### config.mk
export PLATFORM = sky130hd
export DESIGN_NAME = display_scan_controller
export DESIGN_NICKNAME = d
export VERILOG_FILES = /design/src/rtl/display_scan_controller.sv
export SDC_FILE = /design/constraint.sdc
export NUM_CORES = 1
export LEC_CHECK = 0
export BUFFER_PORTS_ARGS = -buffer_cell sky130_fd_sc_hd__buf_2
export CAP_MARGIN = 25
export CORE_MARGIN = 2
export CORE_UTILIZATION = 55
export CTS_CLUSTER_DIAMETER = 40
export CTS_CLUSTER_SIZE = 28
export DETAILED_ROUTE_END_ITERATION = 6
export HOLD_SLACK_MARGIN = 0.15
export PLACE_DENSITY_LB_ADDON = 0.15
export RECOVER_POWER = 25
export SETUP_SLACK_MARGIN = 0.1
export SYNTH_ARGS = -nofsm -noshare
export SYNTH_HDL_FRONTEND = slang
export SYNTH_SLANG_ARGS = --single-unit
export TNS_END_PERCENT = 1
### constraint.sdc
create_clock -name clk -period 3.3 [get_ports clk]
set_input_delay 0.33 -clock clk [delete_from_list [all_inputs] [get_ports clk]]
set_output_delay 0.33 -clock clk [all_outputs]
set_load 0.005 [all_outputs]
### src/rtl/display_scan_controller.sv
//-----------------------------------------------------------------------------
// display_scan_controller
//
// Time-multiplexed scan controller for a 4-digit seven-segment display.
// Sits directly upstream of the digit multiplexor and supplies the value,
// decimal points and digit select that the multiplexor decodes. It also drives
// the active-low anodes.
//
// Each digit slot is CLK_DIV cycles long. The anodes are held off for the
// first BLANK_CYCLES cycles of every slot so the previous digit's segment
// pattern cannot ghost onto the next digit. The displayed value and decimal
// points are captured once per frame, on the digit 3 -> 0 wrap (or when
// scanning starts), so a frame never mixes old and new data.
//
// Parameters
//   CLK_DIV       clock cycles per digit slot, blank interval included (>= 2)
//   BLANK_CYCLES  anodes-off cycles at the start of each slot
//                 (0 <= BLANK_CYCLES < CLK_DIV)
//
// Ports
//   clk           system clock
//   reset         asynchronous reset, active-high
//   enable        1 = scan the display; 0 = anodes off, scanning stopped
//   value_in      four nibbles, digit 3 in [15:12] ... digit 0 in [3:0]
//   dp_in         per-digit decimal points, active-low, bit n = digit n
//   value_out     frame-latched value for the multiplexor
//   dp_out        frame-latched decimal points for the multiplexor
//   digit_select  digit currently being scanned, 0..3
//   anode         active-low digit enables, registered
//   frame_tick    one-cycle pulse on every edge where value_out/dp_out load
//-----------------------------------------------------------------------------
module display_scan_controller #(
    parameter int CLK_DIV      = 100000,
    parameter int BLANK_CYCLES = 1000
) (
    input  logic        clk,
    input  logic        reset,
    input  logic        enable,
    input  logic [15:0] value_in,
    input  logic [3:0]  dp_in,
    output logic [15:0] value_out,
    output logic [3:0]  dp_out,
    output logic [1:0]  digit_select,
    output logic [3:0]  anode,
    output logic        frame_tick
);

    //-------------------------------------------------------------------------
    // Derived constants
    //-------------------------------------------------------------------------
    localparam int CW = (CLK_DIV > 1) ? $clog2(CLK_DIV) : 1;

    // Last count value of a slot.
    localparam logic [CW-1:0] SLOT_LAST = CW'(CLK_DIV - 1);

    // Last count value of the blank interval. The BLANK state is never
    // entered when there is no blank interval, so the zero fallback is inert.
    localparam logic [CW-1:0] BLANK_LAST =
        (BLANK_CYCLES > 0) ? CW'(BLANK_CYCLES - 1) : {CW{1'b0}};

    localparam bit NO_BLANK = (BLANK_CYCLES == 0);

    //-------------------------------------------------------------------------
    // Parameter legality check (elaboration time)
    //-------------------------------------------------------------------------
    if ((CLK_DIV < 2) || (BLANK_CYCLES < 0) || (BLANK_CYCLES >= CLK_DIV)) begin : g_param_check
        $error("display_scan_controller: need CLK_DIV >= 2 and 0 <= BLANK_CYCLES < CLK_DIV");
    end

    //-------------------------------------------------------------------------
    // State encoding
    //-------------------------------------------------------------------------
    typedef enum logic [1:0] {
        ST_OFF   = 2'd0,
        ST_BLANK = 2'd1,
        ST_SHOW  = 2'd2
    } state_t;

    //-------------------------------------------------------------------------
    // Anode decode: only the scanned digit is driven low, and only while
    // showing. Used on next-state values so the anodes switch on the same
    // edge as state and digit_select.
    //-------------------------------------------------------------------------
    function automatic logic [3:0] anode_decode(input state_t st, input logic [1:0] dig);
        logic [3:0] a;
        a = 4'hF;
        if (st == ST_SHOW) begin
            a[dig] = 1'b0;
        end else begin
            a = 4'hF;
        end
        return a;
    endfunction

    //-------------------------------------------------------------------------
    // Registers and next-state signals
    //-------------------------------------------------------------------------
    state_t         state_q,  state_d;
    logic [CW-1:0]  cnt_q,    cnt_d;
    logic [1:0]     digit_q,  digit_d;
    logic [15:0]    value_q,  value_d;
    logic [3:0]     dp_q,     dp_d;
    logic [3:0]     anode_q,  anode_d;
    logic           tick_q,   tick_d;
    logic           latch_s;

    // Next-state logic: slot counting, digit advance, frame latch and anode decode.
    always_comb begin
        state_d = state_q;
        cnt_d   = cnt_q;
        digit_d = digit_q;
        latch_s = 1'b0;

        if (!enable) begin
            // Disable wins over any slot-end or wrap event on this edge;
            // digit_select deliberately keeps its value.
            state_d = ST_OFF;
            cnt_d   = {CW{1'b0}};
        end else begin
            case (state_q)
                ST_OFF: begin
                    // Scanning starts at digit 0 with a fresh capture.
                    state_d = NO_BLANK ? ST_SHOW : ST_BLANK;
                    cnt_d   = {CW{1'b0}};
                    digit_d = 2'd0;
                    latch_s = 1'b1;
                end
                ST_BLANK: begin
                    cnt_d = cnt_q + {{(CW-1){1'b0}}, 1'b1};
                    if (cnt_q == BLANK_LAST) begin
                        state_d = ST_SHOW;
                    end else begin
                        state_d = ST_BLANK;
                    end
                end
                ST_SHOW: begin
                    if (cnt_q == SLOT_LAST) begin
                        // End of slot: advance digit; 3 -> 0 is the frame wrap.
                        cnt_d   = {CW{1'b0}};
                        digit_d = digit_q + 2'd1;
                        state_d = NO_BLANK ? ST_SHOW : ST_BLANK;
                        if (digit_q == 2'd3) begin
                            latch_s = 1'b1;
                        end else begin
                            latch_s = 1'b0;
                        end
                    end else begin
                        cnt_d   = cnt_q + {{(CW-1){1'b0}}, 1'b1};
                        state_d = ST_SHOW;
                    end
                end
                default: begin
                    state_d = ST_OFF;
                    cnt_d   = {CW{1'b0}};
                end
            endcase
        end

        if (latch_s) begin
            value_d = value_in;
            dp_d    = dp_in;
        end else begin
            value_d = value_q;
            dp_d    = dp_q;
        end

        tick_d  = latch_s;
        anode_d = anode_decode(state_d, digit_d);
    end

    // State and output registers with asynchronous reset.
    always_ff @(posedge clk or posedge reset) begin
        if (reset) begin
            state_q <= ST_OFF;
            cnt_q   <= {CW{1'b0}};
            digit_q <= 2'd0;
            value_q <= 16'h0000;
            dp_q    <= 4'hF;
            anode_q <= 4'hF;
            tick_q  <= 1'b0;
        end else begin
            state_q <= state_d;
            cnt_q   <= cnt_d;
            digit_q <= digit_d;
            value_q <= value_d;
            dp_q    <= dp_d;
            anode_q <= anode_d;
            tick_q  <= tick_d;
        end
    end

    //-------------------------------------------------------------------------
    // Outputs (all straight from registers)
    //-------------------------------------------------------------------------
    assign value_out    = value_q;
    assign dp_out       = dp_q;
    assign digit_select = digit_q;
    assign anode        = anode_q;
    assign frame_tick   = tick_q;

endmodule

==> impl_metrics.csv <==
group,metric,value,unit
die,boundaryPins,50,
timing,tns,0,ns
synth,netlist-cell-type-count,45,
synth,synth_cells,229,
synth,synth_warnings,0,
routing,firstDrtPassIters,4,
clock_tree,cts_root_buf,"clkbuf_8",
routing,detail-route-antenna-nets,0,
global_route,grt_pass1_wl,8514,um
timing,fin_crit_sh,0.6999,
clock_tree,cts_hold_buf,0,
routing,drt_iter0_drc,87,
die,die_w,70.83,um
setup_path,arrival,2.49,ns
clock_tree,clockBufferDepth,2,
layout,final_common_cell,"nand2_1",
die,start_util,0.5680,
routing,drc_errors,0,
setup_path,reg2regPathDepth,6,
setup_path,crit_slowest_cell,"a31oi_4",
routing,vias,1864,
clock_tree,clock_latency,0.31,ns
clock_tree,cts_tree,"done",
synth,netlist_area,2456,um^2
die,dieArea,5016,um^2
setup_path,crit_path_start_kind,"flop",
synth,synth_area_leader_cell,"dfrtp_1",
setup_path,crit_type,"reg -> reg",
synth,synth_flop_cell,"dfrtp_1",
status,outcome,"finished clean",
setup_path,cpPeakStageDelay,0.55,ns
timing,rsz0062_at_grt,"false",
global_route,overflow,0,
setup_path,r2r_slack,0.99,ns
synth,synth_edf_count,0,
setup_path,r2r_start,"cnt_q[0]$_DFF_PP0_",
clock_tree,htree_levels,2,
global_route,first_global_vias,1884,
synth,seq_area_frac_synth,0.4727,
timing,fin_skew,0.01172,ns
run,drv_cap,0,
routing,avgRoutedWirePerCell,14.80,um
layout,n_fill_cell,362,
power_and_ir_drop,p_leak,1.273,nW
setup_path,path_max_fanout,15,
layout,n_antenna_cell,0,
synth,synth_top_area_share,0.3872,
timing,fmaxAchievable,0.4329,GHz
global_route,antenna_found_initial,0,
synth,postSynthAreaPerCell,10.73,um^2
routing,routed_via_density,5.700,
timing,setup_viol,0,
worst_hold_path,hold_class,"in -> async",
synth,ys_async_sr_fraction,1.000,
timing,slew_headroom,0.5535,
placed_design,gp_congestion,0.7710,
clock_tree,ctsResizeCount,0,
placed_design,port_buffers,49,
synth,synth.area.top_cells,"dfrtp_1 (39%), o22ai_2 (10%), dfstp_2 (8.6%), nand2_1 (7.6%), ha_1 (3.6%)",
timing,tightest_slew,0.6682,ns
layout,fin_util,0.6597,
synth,syn-num-nets,259,
timing,fin_crit,2.310,ns
layout,fin_nets,304,
power_and_ir_drop,vdd_ir_drop_max,275.7,uV
global_route,use_met3,0.04986,
layout,drive_gt1_frac,0.4109,
global_route,grt_max_degree,47,
layout,final_cell_mix,"nand2_1 (50), buf_2 (49), dfrtp_1 (38)",
die,core_area,4324,um^2
setup_path,cp-end-kind,"flop",
global_route,track_usage,0.2124,
global_route,grt_util_met1,0.2776,
clock_tree,cts_made_buffers,5,
timing,hold_viol,0,
synth,synth_seq_cells,46,
timing,drv_slew,0,
clock_tree,cts_sinks,46,
setup_path,r2r_end,"value_out[3]$_DFFE_PP0P_",
die,die_y,70.83,um
routing,wirelength,4840,um
layout,syn_to_final_growth,16.15,%
clock_tree,post_cts_buffers,0,
setup_path,path_cells,"ha_1 > and4_1 > and4_4 > a31oi_4 > buf_4 > o22ai_2",
global_route,use_met2,0.3489,
placed_design,hpwl,3252,um
power_and_ir_drop,power.density,461.3,nW/um^2
setup_path,crit_required,3.48,ns
clock_tree,path_clk_slew,0.08,ns
die,row_count,24,
global_route,top_usage_layer,"met2",
-- logic make-up after synthesis --
group	count (synthesis)	synth area share
AOI/OAI and AO/OA	36	0.1651
adders and majority gates	7	0.03566
xor gates and xnor gates	13	0.04636
DFF	46	0.4727
and+or+nand+nor	106	0.2349
buffers and inverters	21	0.04534
-- layer usage --
layer / share of wire / vias to the layer above / wire length [um]
met5: 0 / - / 0
met4: 0.014 / 0 / 67
met3: 0.047 / 7 / 228
met2: 0.48 / 43 / 2314
met1: 0.46 / 921 / 2230
li1: - / 893 / -
-- state kept, by name, indices dropped and copies added, names as in the netlist --
| signal | flops |
|---|---|
| anode | 4 |
| state_q | 2 |
| dp_out | 4 |
| frame_tick | 1 |
| digit_select | 2 |
| value_out | 16 |
| cnt_q | 17 |
-- synth_stat cells (2+ instances only) --
cell type / instances
inv_1: 7
a41o_2: 2
dfrtp_1: 38
nand4b_1: 2
nand4_1: 7
nand3_1: 8
nor2_1: 8
o22ai_2: 20
o21ai_0: 3
and4_2: 2
a21oi_1: 4
buf_6: 3
ha_1: 7
nand2_1: 50
xnor2_1: 5
buf_4: 2
xor2_1: 8
nor2_2: 10
or3_1: 2
nor4b_1: 2
and4_1: 2
clkbuf_1: 7
dfstp_2: 8
-- worst max-delay path: cells and delay by family, from the launching register on --
family	cells	cell delay, ns
AOI/OAI and AO/OA	2	0.65
and+or+nand+nor	2	0.58
DFF	1	0.43
buffers and inverters	1	0.29
adders and majority gates	1	0.23
-- power by group --
group | leakage (nW) | switching (W) | internal (W)
registers | 0.585 | 0.0000189 | 0.000607
clock network | 0.0714 | 0.000194 | 0.000323
logic | 0.617 | 0.0000931 | 0.0000797
total | 1.27 | 0.000306 | 0.00101
-- stage by stage --
stage | hold WS [ns] | worst slack [ns] | cells | cell area (um^2) | total power, W
finish | 0.1511 | 0.9902 | 327 | 2853 | 0.001316
global route | 0.2042 | 0.9001 | 327 | 2853 | 0.001374
CTS | 0.1702 | 0.9933 | 327 | 2853 | 0.001330
detailed placement | 0.4851 | 1.024 | 319 | 2710 | 0.0008119
global placement | 0.4825 | 1.072 | 319 | 2710 | 0.0008061
floorplan | 0.4625 | 1.586 | 229 | 2456 | 0.0007467
-- area by class of cell --
| cell class | instances | area (um^2) | share of cell area |
|---|---|---|---|
| sequential | 46 | 1161 | 0.4070 |
| timing repair buffer | 52 | 267.8 | 0.09386 |
| tap | 52 | 65.06 | 0.02281 |
| multi-input combinational | 162 | 1190 | 0.4171 |
| clock buffer | 6 | 82.58 | 0.02895 |
| clock inverter | 2 | 60.06 | 0.02105 |
| inverter | 7 | 26.28 | 0.009211 |
-- worst max-delay path by stage --
stage	from	end	slack (ns)	depth (start not counted)
floorplan	cnt_q[0]$_DFF_PP0_	value_out[12]$_DFFE_PP0P_	1.59	7
finish	cnt_q[0]$_DFF_PP0_	value_out[3]$_DFFE_PP0P_	0.99	6
global placement	cnt_q[0]$_DFF_PP0_	value_out[1]$_DFFE_PP0P_	1.07	6
global route	cnt_q[0]$_DFF_PP0_	value_out[3]$_DFFE_PP0P_	0.90	6
detailed placement	cnt_q[0]$_DFF_PP0_	value_out[3]$_DFFE_PP0P_	1.02	6
CTS	cnt_q[0]$_DFF_PP0_	value_out[0]$_DFFE_PP0P_	0.99	6
(Power assumes the default switching activity.)
